## src/rtl/id_stage_hs_if.sv

```systemverilog
// id_stage_hs_if: fetch, write-back and execute-side signals of the decode stage
interface id_stage_hs_if #(
    parameter int XLEN = 32
);
    logic            in_valid;
    logic            in_ready;
    logic [XLEN-1:0] in_pc;
    logic [31:0]     in_instr;
    logic            flush;
    logic            wb_we;
    logic [4:0]      wb_rd;
    logic [XLEN-1:0] wb_data;
    logic            out_valid;
    logic            out_ready;
    logic [XLEN-1:0] out_pc;
    logic [XLEN-1:0] out_rs1_data;
    logic [XLEN-1:0] out_rs2_data;
    logic [XLEN-1:0] out_imm;
    logic [4:0]      out_rs1;
    logic [4:0]      out_rs2;
    logic [4:0]      out_rd;
    logic [2:0]      out_funct3;
    logic [6:0]      out_funct7;
    logic            out_alu_src;
    logic            out_branch;
    logic            out_jump;
    logic            out_mem_read;
    logic            out_mem_write;
    logic            out_mem_to_reg;
    logic            out_reg_write;
    logic            out_illegal;
    logic [1:0]      out_alu_op;

    modport master (
        output in_valid, in_pc, in_instr, flush, wb_we, wb_rd, wb_data, out_ready,
        input  in_ready, out_valid, out_pc, out_rs1_data, out_rs2_data, out_imm,
               out_rs1, out_rs2, out_rd, out_funct3, out_funct7, out_alu_src,
               out_branch, out_jump, out_mem_read, out_mem_write, out_mem_to_reg,
               out_reg_write, out_illegal, out_alu_op
    );

    modport slave (
        input  in_valid, in_pc, in_instr, flush, wb_we, wb_rd, wb_data, out_ready,
        output in_ready, out_valid, out_pc, out_rs1_data, out_rs2_data, out_imm,
               out_rs1, out_rs2, out_rd, out_funct3, out_funct7, out_alu_src,
               out_branch, out_jump, out_mem_read, out_mem_write, out_mem_to_reg,
               out_reg_write, out_illegal, out_alu_op
    );
endinterface

```

## src/rtl/id_stage_hs.sv

```systemverilog
// id_stage_hs: RV32I/RV32E decode, register file and valid/ready ID/EX register; ID_STAGE_WB_BYPASS_EN adds write-back bypass
module id_stage_hs #(
    parameter int XLEN     = 32,
    parameter int NUM_REGS = 32
) (
    input logic          clk,
    input logic          reset,
    id_stage_hs_if.slave bus
);
    localparam int AW = $clog2(NUM_REGS);
    localparam logic [6:0] OP_R      = 7'b0110011;
    localparam logic [6:0] OP_IALU   = 7'b0010011;
    localparam logic [6:0] OP_LOAD   = 7'b0000011;
    localparam logic [6:0] OP_STORE  = 7'b0100011;
    localparam logic [6:0] OP_BRANCH = 7'b1100011;
    localparam logic [6:0] OP_JAL    = 7'b1101111;
    localparam logic [6:0] OP_JALR   = 7'b1100111;
    localparam logic [6:0] OP_LUI    = 7'b0110111;
    localparam logic [6:0] OP_AUIPC  = 7'b0010111;

    typedef struct packed {
        logic [XLEN-1:0] pc;
        logic [XLEN-1:0] rs1_data;
        logic [XLEN-1:0] rs2_data;
        logic [XLEN-1:0] imm;
        logic [4:0]      rs1;
        logic [4:0]      rs2;
        logic [4:0]      rd;
        logic [2:0]      funct3;
        logic [6:0]      funct7;
        logic            alu_src;
        logic [1:0]      alu_op;
        logic            branch;
        logic            jump;
        logic            mem_read;
        logic            mem_write;
        logic            mem_to_reg;
        logic            reg_write;
        logic            illegal;
    } entry_t;

    logic [XLEN-1:0]   regs_q [NUM_REGS];
    logic [XLEN-1:0]   rs1_data, rs2_data;
    logic [31:0]       instr;
    logic [6:0]        opcode;
    logic [4:0]        rs1, rs2, rd;
    logic signed [31:0] imm32;
    logic              uses_rs1, uses_rs2, hazard, accept, consume;
    logic              valid_q, valid_d;
    entry_t            dec, entry_q, entry_d;

    assign instr  = bus.in_instr;
    assign opcode = instr[6:0];
    assign rs1    = instr[19:15];
    assign rs2    = instr[24:20];
    assign rd     = instr[11:7];

    // Combinational register reads; x0 and out-of-range indices read as zero
    always_comb begin
        rs1_data = (rs1 != 5'd0 && 32'(rs1) < NUM_REGS) ? regs_q[rs1[AW-1:0]] : '0;
        rs2_data = (rs2 != 5'd0 && 32'(rs2) < NUM_REGS) ? regs_q[rs2[AW-1:0]] : '0;
`ifdef ID_STAGE_WB_BYPASS_EN
        if (bus.wb_we && bus.wb_rd != 5'd0 && bus.wb_rd == rs1) rs1_data = bus.wb_data;
        if (bus.wb_we && bus.wb_rd != 5'd0 && bus.wb_rd == rs2) rs2_data = bus.wb_data;
`endif
    end

    // Decode the incoming instruction into a candidate ID/EX entry
    always_comb begin
        dec          = '0;
        dec.pc       = bus.in_pc;
        dec.rs1_data = rs1_data;
        dec.rs2_data = rs2_data;
        dec.rs1      = rs1;
        dec.rs2      = rs2;
        dec.rd       = rd;
        dec.funct3   = instr[14:12];
        dec.funct7   = instr[31:25];
        imm32        = '0;
        case (opcode)
            OP_R:            {dec.alu_src, dec.alu_op, dec.branch, dec.jump, dec.mem_read, dec.mem_write, dec.mem_to_reg, dec.reg_write} = 9'b0_10_000001;
            OP_IALU:         {dec.alu_src, dec.alu_op, dec.branch, dec.jump, dec.mem_read, dec.mem_write, dec.mem_to_reg, dec.reg_write} = 9'b1_10_000001;
            OP_LOAD:         {dec.alu_src, dec.alu_op, dec.branch, dec.jump, dec.mem_read, dec.mem_write, dec.mem_to_reg, dec.reg_write} = 9'b1_00_001011;
            OP_STORE:        {dec.alu_src, dec.alu_op, dec.branch, dec.jump, dec.mem_read, dec.mem_write, dec.mem_to_reg, dec.reg_write} = 9'b1_00_000100;
            OP_BRANCH:       {dec.alu_src, dec.alu_op, dec.branch, dec.jump, dec.mem_read, dec.mem_write, dec.mem_to_reg, dec.reg_write} = 9'b0_01_100000;
            OP_JAL, OP_JALR: {dec.alu_src, dec.alu_op, dec.branch, dec.jump, dec.mem_read, dec.mem_write, dec.mem_to_reg, dec.reg_write} = 9'b1_00_010001;
            OP_LUI, OP_AUIPC:{dec.alu_src, dec.alu_op, dec.branch, dec.jump, dec.mem_read, dec.mem_write, dec.mem_to_reg, dec.reg_write} = 9'b1_11_000001;
            default:         dec.illegal = 1'b1;
        endcase
        case (opcode)
            OP_IALU, OP_LOAD, OP_JALR: imm32 = {{20{instr[31]}}, instr[31:20]};
            OP_STORE:                  imm32 = {{20{instr[31]}}, instr[31:25], instr[11:7]};
            OP_BRANCH:                 imm32 = {{19{instr[31]}}, instr[31], instr[7], instr[30:25], instr[11:8], 1'b0};
            OP_LUI, OP_AUIPC:          imm32 = {instr[31:12], 12'b0};
            OP_JAL:                    imm32 = {{11{instr[31]}}, instr[31], instr[19:12], instr[20], instr[30:21], 1'b0};
            default:                   imm32 = '0;
        endcase
        dec.imm = XLEN'(imm32);
        if (32'(rs1) >= NUM_REGS || 32'(rs2) >= NUM_REGS || 32'(rd) >= NUM_REGS) begin
            dec.illegal   = 1'b1;
            dec.reg_write = 1'b0;
            dec.mem_read  = 1'b0;
            dec.mem_write = 1'b0;
        end
    end

    assign uses_rs1 = opcode inside {OP_R, OP_IALU, OP_LOAD, OP_STORE, OP_BRANCH, OP_JALR};
    assign uses_rs2 = opcode inside {OP_R, OP_STORE, OP_BRANCH};
    assign hazard   = valid_q && entry_q.mem_read && entry_q.rd != 5'd0 &&
                      ((entry_q.rd == rs1 && uses_rs1) || (entry_q.rd == rs2 && uses_rs2));
    assign bus.in_ready = !reset && !bus.flush && !hazard && (!valid_q || bus.out_ready);
    assign accept   = bus.in_valid && bus.in_ready;
    assign consume  = valid_q && bus.out_ready;
    assign valid_d  = bus.flush ? 1'b0 : accept ? 1'b1 : consume ? 1'b0 : valid_q;
    assign entry_d  = accept ? dec : entry_q;

    // ID/EX pipeline register; holds its entry until replaced by an accept
    always_ff @(posedge clk or posedge reset) begin
        if (reset) begin
            valid_q <= 1'b0;
            entry_q <= '0;
        end else begin
            valid_q <= valid_d;
            entry_q <= entry_d;
        end
    end

    // Register file write port; x0 and out-of-range indices are never written
    always_ff @(posedge clk or posedge reset) begin
        if (reset) begin
            for (int i = 0; i < NUM_REGS; i++) regs_q[i] <= '0;
        end else if (bus.wb_we && bus.wb_rd != 5'd0 && 32'(bus.wb_rd) < NUM_REGS) begin
            regs_q[bus.wb_rd[AW-1:0]] <= bus.wb_data;
        end
    end

    assign bus.out_valid      = valid_q;
    assign bus.out_pc         = entry_q.pc;
    assign bus.out_rs1_data   = entry_q.rs1_data;
    assign bus.out_rs2_data   = entry_q.rs2_data;
    assign bus.out_imm        = entry_q.imm;
    assign bus.out_rs1        = entry_q.rs1;
    assign bus.out_rs2        = entry_q.rs2;
    assign bus.out_rd         = entry_q.rd;
    assign bus.out_funct3     = entry_q.funct3;
    assign bus.out_funct7     = entry_q.funct7;
    assign bus.out_alu_src    = entry_q.alu_src;
    assign bus.out_alu_op     = entry_q.alu_op;
    assign bus.out_branch     = entry_q.branch;
    assign bus.out_jump       = entry_q.jump;
    assign bus.out_mem_read   = entry_q.mem_read;
    assign bus.out_mem_write  = entry_q.mem_write;
    assign bus.out_mem_to_reg = entry_q.mem_to_reg;
    assign bus.out_reg_write  = entry_q.reg_write;
    assign bus.out_illegal    = entry_q.illegal;
endmodule

```

## src/flat_wrapper.sv

```systemverilog
// flat-port wrapper written by rule: the top's interface ports become plain ports
module id_stage_hs_flat 
#(
    parameter int XLEN     = 32,
    parameter int NUM_REGS = 32
)
  (clk, reset, bus_in_valid, bus_in_pc, bus_in_instr, bus_flush, bus_wb_we, bus_wb_rd, bus_wb_data, bus_out_ready, bus_in_ready, bus_out_valid, bus_out_pc, bus_out_rs1_data, bus_out_rs2_data, bus_out_imm, bus_out_rs1, bus_out_rs2, bus_out_rd, bus_out_funct3, bus_out_funct7, bus_out_alu_src, bus_out_branch, bus_out_jump, bus_out_mem_read, bus_out_mem_write, bus_out_mem_to_reg, bus_out_reg_write, bus_out_illegal, bus_out_alu_op);
  id_stage_hs_if #(.XLEN(XLEN)) bus_i ();
  input logic clk;
  input logic reset;
  input wire logic [$bits(bus_i.in_valid)-1:0] bus_in_valid;
  input wire logic [$bits(bus_i.in_pc)-1:0] bus_in_pc;
  input wire logic [$bits(bus_i.in_instr)-1:0] bus_in_instr;
  input wire logic [$bits(bus_i.flush)-1:0] bus_flush;
  input wire logic [$bits(bus_i.wb_we)-1:0] bus_wb_we;
  input wire logic [$bits(bus_i.wb_rd)-1:0] bus_wb_rd;
  input wire logic [$bits(bus_i.wb_data)-1:0] bus_wb_data;
  input wire logic [$bits(bus_i.out_ready)-1:0] bus_out_ready;
  output wire logic [$bits(bus_i.in_ready)-1:0] bus_in_ready;
  output wire logic [$bits(bus_i.out_valid)-1:0] bus_out_valid;
  output wire logic [$bits(bus_i.out_pc)-1:0] bus_out_pc;
  output wire logic [$bits(bus_i.out_rs1_data)-1:0] bus_out_rs1_data;
  output wire logic [$bits(bus_i.out_rs2_data)-1:0] bus_out_rs2_data;
  output wire logic [$bits(bus_i.out_imm)-1:0] bus_out_imm;
  output wire logic [$bits(bus_i.out_rs1)-1:0] bus_out_rs1;
  output wire logic [$bits(bus_i.out_rs2)-1:0] bus_out_rs2;
  output wire logic [$bits(bus_i.out_rd)-1:0] bus_out_rd;
  output wire logic [$bits(bus_i.out_funct3)-1:0] bus_out_funct3;
  output wire logic [$bits(bus_i.out_funct7)-1:0] bus_out_funct7;
  output wire logic [$bits(bus_i.out_alu_src)-1:0] bus_out_alu_src;
  output wire logic [$bits(bus_i.out_branch)-1:0] bus_out_branch;
  output wire logic [$bits(bus_i.out_jump)-1:0] bus_out_jump;
  output wire logic [$bits(bus_i.out_mem_read)-1:0] bus_out_mem_read;
  output wire logic [$bits(bus_i.out_mem_write)-1:0] bus_out_mem_write;
  output wire logic [$bits(bus_i.out_mem_to_reg)-1:0] bus_out_mem_to_reg;
  output wire logic [$bits(bus_i.out_reg_write)-1:0] bus_out_reg_write;
  output wire logic [$bits(bus_i.out_illegal)-1:0] bus_out_illegal;
  output wire logic [$bits(bus_i.out_alu_op)-1:0] bus_out_alu_op;
  assign bus_i.in_valid = bus_in_valid;
  assign bus_i.in_pc = bus_in_pc;
  assign bus_i.in_instr = bus_in_instr;
  assign bus_i.flush = bus_flush;
  assign bus_i.wb_we = bus_wb_we;
  assign bus_i.wb_rd = bus_wb_rd;
  assign bus_i.wb_data = bus_wb_data;
  assign bus_i.out_ready = bus_out_ready;
  assign bus_in_ready = bus_i.in_ready;
  assign bus_out_valid = bus_i.out_valid;
  assign bus_out_pc = bus_i.out_pc;
  assign bus_out_rs1_data = bus_i.out_rs1_data;
  assign bus_out_rs2_data = bus_i.out_rs2_data;
  assign bus_out_imm = bus_i.out_imm;
  assign bus_out_rs1 = bus_i.out_rs1;
  assign bus_out_rs2 = bus_i.out_rs2;
  assign bus_out_rd = bus_i.out_rd;
  assign bus_out_funct3 = bus_i.out_funct3;
  assign bus_out_funct7 = bus_i.out_funct7;
  assign bus_out_alu_src = bus_i.out_alu_src;
  assign bus_out_branch = bus_i.out_branch;
  assign bus_out_jump = bus_i.out_jump;
  assign bus_out_mem_read = bus_i.out_mem_read;
  assign bus_out_mem_write = bus_i.out_mem_write;
  assign bus_out_mem_to_reg = bus_i.out_mem_to_reg;
  assign bus_out_reg_write = bus_i.out_reg_write;
  assign bus_out_illegal = bus_i.out_illegal;
  assign bus_out_alu_op = bus_i.out_alu_op;
  id_stage_hs #(.XLEN(XLEN), .NUM_REGS(NUM_REGS)) u_core (.clk(clk), .reset(reset), .bus(bus_i));
endmodule
```

## config.mk

```make
export PLATFORM = sky130hd
export DESIGN_NAME = id_stage_hs_flat
export DESIGN_NICKNAME = d
export VERILOG_FILES = /design/src/rtl/id_stage_hs_if.sv /design/src/rtl/id_stage_hs.sv /design/src/flat_wrapper.sv
export SDC_FILE = /design/constraint.sdc
export NUM_CORES = 2
export LEC_CHECK = 0
export ABC_AREA = 1
export ABC_CLOCK_PERIOD_IN_PS = 38500
export BUFFER_PORTS_ARGS = -buffer_cell sky130_fd_sc_hd__buf_4
export CAP_MARGIN = 0
export CELL_PAD_IN_SITES_DETAIL_PLACEMENT = 1
export CELL_PAD_IN_SITES_GLOBAL_PLACEMENT = 2
export CORE_ASPECT_RATIO = 0.7
export CORE_MARGIN = 2
export CORE_UTILIZATION = 32
export CTS_CLUSTER_SIZE = 20
export DETAILED_ROUTE_END_ITERATION = 16
export PLACE_DENSITY_LB_ADDON = 0.1
export SYNTH_ARGS = -nofsm -noshare
export SYNTH_HDL_FRONTEND = slang
export SYNTH_SLANG_ARGS = --single-unit
```

## constraint.sdc

```tcl
create_clock -name clk -period 38.5 [get_ports clk]
set_input_delay 7.7 -clock clk [delete_from_list [all_inputs] [get_ports clk]]
set_output_delay 7.7 -clock clk [all_outputs]
set_load 0.1 [all_outputs]
```

Word-level counts from Yosys, hierarchy flattened
Index checks and enable logic that the tools add are counted.

operators by class
  $lt $le $gt $ge = 4
  equality and inequality tests = 11
  muxes and demuxes = 17
  bitwise logic cells = 3
  reduce and logical (&&, ||, !) cells = 29

operators by type and width
  cell                number
  $bwmux 1024         1
  $bmux 32 s5         2
  $mux 32             7
  $demux 32 s5        1
  $pmux 32 s5         1
  $pmux 9 s7          1
  $eq 7x6->1 const B  3
  $eq 7x7->1 const B  3
  $reduce_bool 5->1   4
  $ge 6x6->1 const B  3
  $not 5->6           3
  $eq 7x5->1 const B  2
  $logic_and 1x1->1   12
  $eq 5x5->1          2
  $reduce_or 9->1     1
  $eq 7x2->1 const B  1
  $lt 6x1->1 const B  1
  $reduce_bool 3->1   2
  $reduce_bool 6->1   1
  $logic_not 1->1     4
  $mux 1              4
  $reduce_or 2->1     2
  $reduce_or 3->1     1
  $logic_or 1x1->1    2

storage, ports and cells
  bits in registers = 1,188
  input bits = 107
  logic and storage cells = 115

Depth between registers and ports, before layout
  word-level depth = 11
  gate-level depth with buffers = 15

Worst setup path after synthesis
OpenSTA, ideal clock, no wires.

  path type = in2out
  start point = input port bus_in_instr[23]
  end point = output port bus_in_ready
  arrival time = 8.960 ns
  path slack = 21.840 ns
  stages = 10
  buffers on the path = 1
  cells stage by stage = buf_2 -> inv_2 -> nand2_1 -> nand2_1 -> nor2_1 -> nand4_1 -> nand2_1 -> nand2_1 -> nand2_1 -> inv_1

between the ends
  cells in the longest elaborated chain, start to end = 7

RTL lines
  element                         line                source
  start: declaration              flat_wrapper.sv:13  input wire logic [$bits(bus_i.in_instr)-1:0] bus_in_instr;
  $eq 5x5->1                      id_stage_hs.sv:110  ((entry_q.rd == rs1 && uses_rs1) || (entry_q.rd == rs2 && uses_rs2));
  $logic_and 1x1->1               id_stage_hs.sv:110
  $logic_or 1x1->1                id_stage_hs.sv:110
  $logic_and 1x1->1               id_stage_hs.sv:109  assign hazard = valid_q && entry_q.mem_read && entry_q.rd != 5'd0 &&
  $logic_not 1->1                 id_stage_hs.sv:111  assign bus.in_ready = !reset && !bus.flush && !hazard && (!valid_q || bus.out_ready);
  $logic_and 1x1->1 (2 in a row)  id_stage_hs.sv:111
  end: declaration                flat_wrapper.sv:19  output wire logic [$bits(bus_i.in_ready)-1:0] bus_in_ready;

Every way passes these cells.

Worst setup path in the final report
  start point = input port bus_in_instr[22]
  end point = output port bus_in_ready

Same word-level chain as after synthesis.

==> qor.csv <==
stage,metric,value,unit
critical_path,Setup CP Type,in2out,
clock_network,TritonCTS clock tree,yes,
floorplanning,row cnt,136,
synthesis,sequential element share of the synthesized area,0.4682,
critical_path,critical-path cell list,buf_6 > inv_2 > nand2_1 > nand2_1 > nor2_1 > nand4_1 > nand2_1 > nand2_1 > nand2_1 > inv_1 > buf_4,
routing,DR pass1 iterations,5,
sta,final setup fails,0,
sta,fmax,0.05663,GHz
floorplanning,die height,376.5,um
layout,Finished Layout Cells,11540,
sta,final hold vios,0,
sta,RSZ-0062 raised after global routing,no,
global_routing,vias in the first global route,62460,
placement,number of I/O port buffers,271,
floorplanning,die area,201900,um2
critical_path,CP dominant cell by count,nand2_1,
synthesis,Yosys cell types,30,
layout,Largest Register,u_core.regs_q,
synthesis,"Cell Area, Synth",63440,um2
sta,min Tclk post-route,17.66,ns
critical_path,worst-path fanout max,53,
placement,post-detail-place hpwl,183100,um
power,Peak VDD IR,32.57,uV
sta,fin. max-slew vios,0,
global_routing,met1 usage,0.4641,
critical_path,worst reg-to-reg path cell count,11,
global_routing,met2 Use GR,0.4673,
hold_path,Min-Delay Endpoint,u_core.regs_q[1021],
sta,Least-Margin Pin Slew,1.238,ns
critical_path,critical path required time,30.80,ns
critical_path,Critical R2R Capture,u_core.bus.out_pc[5],
routing,vias after detailed routing,63050,
placement,gpl congestion,0.8236,
critical_path,Critical Path AT,9.96,ns
clock_network,CTS buffer count,150,
layout,final-stage net count,8917,
clock_network,"Hold-fix buffers, CTS",0,
power,Pleak,34.45,nW
synthesis,Yosys Warn Count,0,
global_routing,GR Overflow Total,0,
synthesis,Yosys top cell area share,0.4682,
sta,Fin Setup TNS,0,ns
outcome,status,finished clean,
floorplanning,number of I/O pins,272,
clock_network,Post-CTS Setup Bufs,0,
routing,Avg WL per Cell,27.32,um
synthesis,syn_nets,9104,
clock_network,"CTS clk-pin slew, worst paths",0.05,ns
synthesis,Area contributors post-synth,"dfrtp_1 (47%), nand2_1 (18%), o21ai_0 (12%), nand3_1 (6.9%), inv_1 (3.7%)",
routing,DRT iter0 DRCs,6024,
sta,Final Cycle Share,0.4587,
floorplanning,Die W,536.2,um
global_routing,GRT busiest layer,met2,
critical_path,worst r2r src,u_core.bus.out_rd[0],
floorplanning,core box area,196700,um2
global_routing,GRT Util Overall,0.3089,
sta,Slew HR,0.1744,
critical_path,Critical Path Slowest Stage Cell,inv_2,
synthesis,Synth Area per Inst,7.051,um2
global_routing,first-pass GRT wire length,458500,um
power,Cell Pwr Density,55.83,nW/um2
clock_network,"Clk Latency, worst-skew pair",0.81,ns
global_routing,GRT met3 Usage,0.03622,
run,Max Cap Viol,0,
layout,layout cells sized above 1,0.07877,
routing,drt total wl,315300,um
hold_path,worst hold stages,0,
routing,residual DRC count,0,
layout,max reg flops,1024,
routing,antenna-violating nets left,0,
critical_path,crit end category,primary output,
clock_network,Clock Tree Buf Depth,4,
critical_path,"Largest stage delay, worst path",0.62,ns
floorplanning,initial core utilization,0.3225,
synthesis,Yosys top cell by area,dfrtp_1,
clock_network,post_cts resized,0,
layout,Fillers,24360,
global_routing,largest net degree at the start of global routing,176,
synthesis,synthesis-stage register bit count,1187,
clock_network,Root Buffer,clkbuf_16,
placement,placed insts,11280,
hold_path,hold path start,u_core.regs_q[1021],
clock_network,CTS Sinks,1187,
routing,Via density,5.463,
global_routing,initial antenna violation count,19,
sta,Final Skew,0.03636,ns
layout,synthesis-to-finish area growth,13.73,%
synthesis,instance count of the mapped netlist,8997,
critical_path,CP Launch Type,input port,
hold_path,hold crit path type,reg2reg,
critical_path,flop2flop setup slack,35.06,ns
clock_network,H-tree Lvls,4,
worst max-delay path: cells and delay by family:
kind / cells / cell delay, ns
buf+inv: 4 / 1.42
simple gates: 7 / 0.82
per-stage QoR:
| stage | worst slack [ns] | util | power [mW] | hold WS [ns] | cell area (um2) |
|---|---|---|---|---|---|
| finish | 20.84 | 0.3668 | 4.028 | 0.3757 | 72150 |
| global route | 20.71 | 0.3667 | 4.233 | 0.3922 | 72140 |
| CTS | 20.83 | 0.3667 | 4.054 | 0.3796 | 72130 |
| detailed placement | 20.84 | 0.3420 | 2.587 | 0.3669 | 67270 |
| global placement | 20.80 | 0.3420 | 2.559 | 0.3646 | 67270 |
| floorplan | 14.41 | - | 2.272 | 0.4290 | 63440 |
worst max path at each step:
stage	to	start	slack, ns	cells after the start
floorplan	u_core.bus.out_alu_op[0]	reset	14.41	1
detailed placement	bus_in_ready	bus_in_instr[22]	20.84	11
finish	bus_in_ready	bus_in_instr[22]	20.84	11
global route	bus_in_ready	bus_in_instr[22]	20.71	11
CTS	bus_in_ready	bus_in_instr[22]	20.83	11
global placement	bus_in_ready	bus_in_instr[22]	20.80	11
area by class of cell:
cell class / count / area, um2 / share of cell area
flip-flops and latches: 1187 / 29700 / 0.4117
multi-input cells: 6441 / 28700 / 0.3978
clock buffers: 224 / 4489 / 0.06222
well taps: 2622 / 3281 / 0.04547
repair buffers: 402 / 3188 / 0.04419
inverters: 628 / 2400 / 0.03326
clock inverters: 30 / 372.9 / 0.005168
diodes: 7 / 17.52 / 0.0002428
layer usage:
metal  share of wire  vias up
met5        0.000025        -
met4           0.026        2
met2            0.43     1838
met3           0.054      403
met1            0.49    32160
li1                -    28650
synthesized netlist by cell type:
cell type  count
nand2_1     3090
o21ai_0     1557
dfrtp_1     1187
nand3_1      880
inv_1        619
clkbuf_1     532
nor2_1       365
a21oi_1      333
o211ai_1     148
buf_2        140
buf_1         63
or2_2         18
nor3_1        10
a31oi_1        7
inv_2          7
o21ai_1        7
buf_4          6
a22oi_1        4
nor2_2         4
nand4_1        3
nor3_2         3
xor2_1         3
clkinv_1       2
nand2_2        2
xnor2_1        2
a21boi_0       1
a41oi_1        1
nor2_4         1
nor4_4         1
o22ai_1        1
power breakdown:
| part | internal (mW) | leakage [nW] | switching (mW) |
|---|---|---|---|
| clock network | 0.856 | 2.39 | 0.597 |
| registers | 1.48 | 15.2 | 0.155 |
| logic | 0.253 | 16.9 | 0.691 |
| total | 2.59 | 34.4 | 1.44 |
placed cells by master, fill, tap and decap left out, drive strengths merged, types with 2 or more instances in the layout:
cell type,instances
diode,7
a22oi,4
dfrtp,1187
nor3,13
o21ai,1564
xor2,3
a21oi,333
bufinv,8
clkinv,21
a31oi,7
buf,401
nand4,3
or2,18
inv,625
xnor2,2
o211ai,148
nand3,880
clkinvlp,4
nor2,370
nand2,3092
clkbuf,225
cells by family (layout without fill, tap and decap cells):
logic type                after synthesis  count (layout)  share of synthesized area
xor gates and xnor gates                5               5                  0.0006904
AOI/OAI and AO/OA                    2059            2059                     0.1687
other                                   0               7                          0
and+or+nand+nor                      4377            4377                     0.2783
buffers and inverters                1369            1284                    0.08412
DFF                                  1187            1187                     0.4682
(Power assumes the default switching activity.)
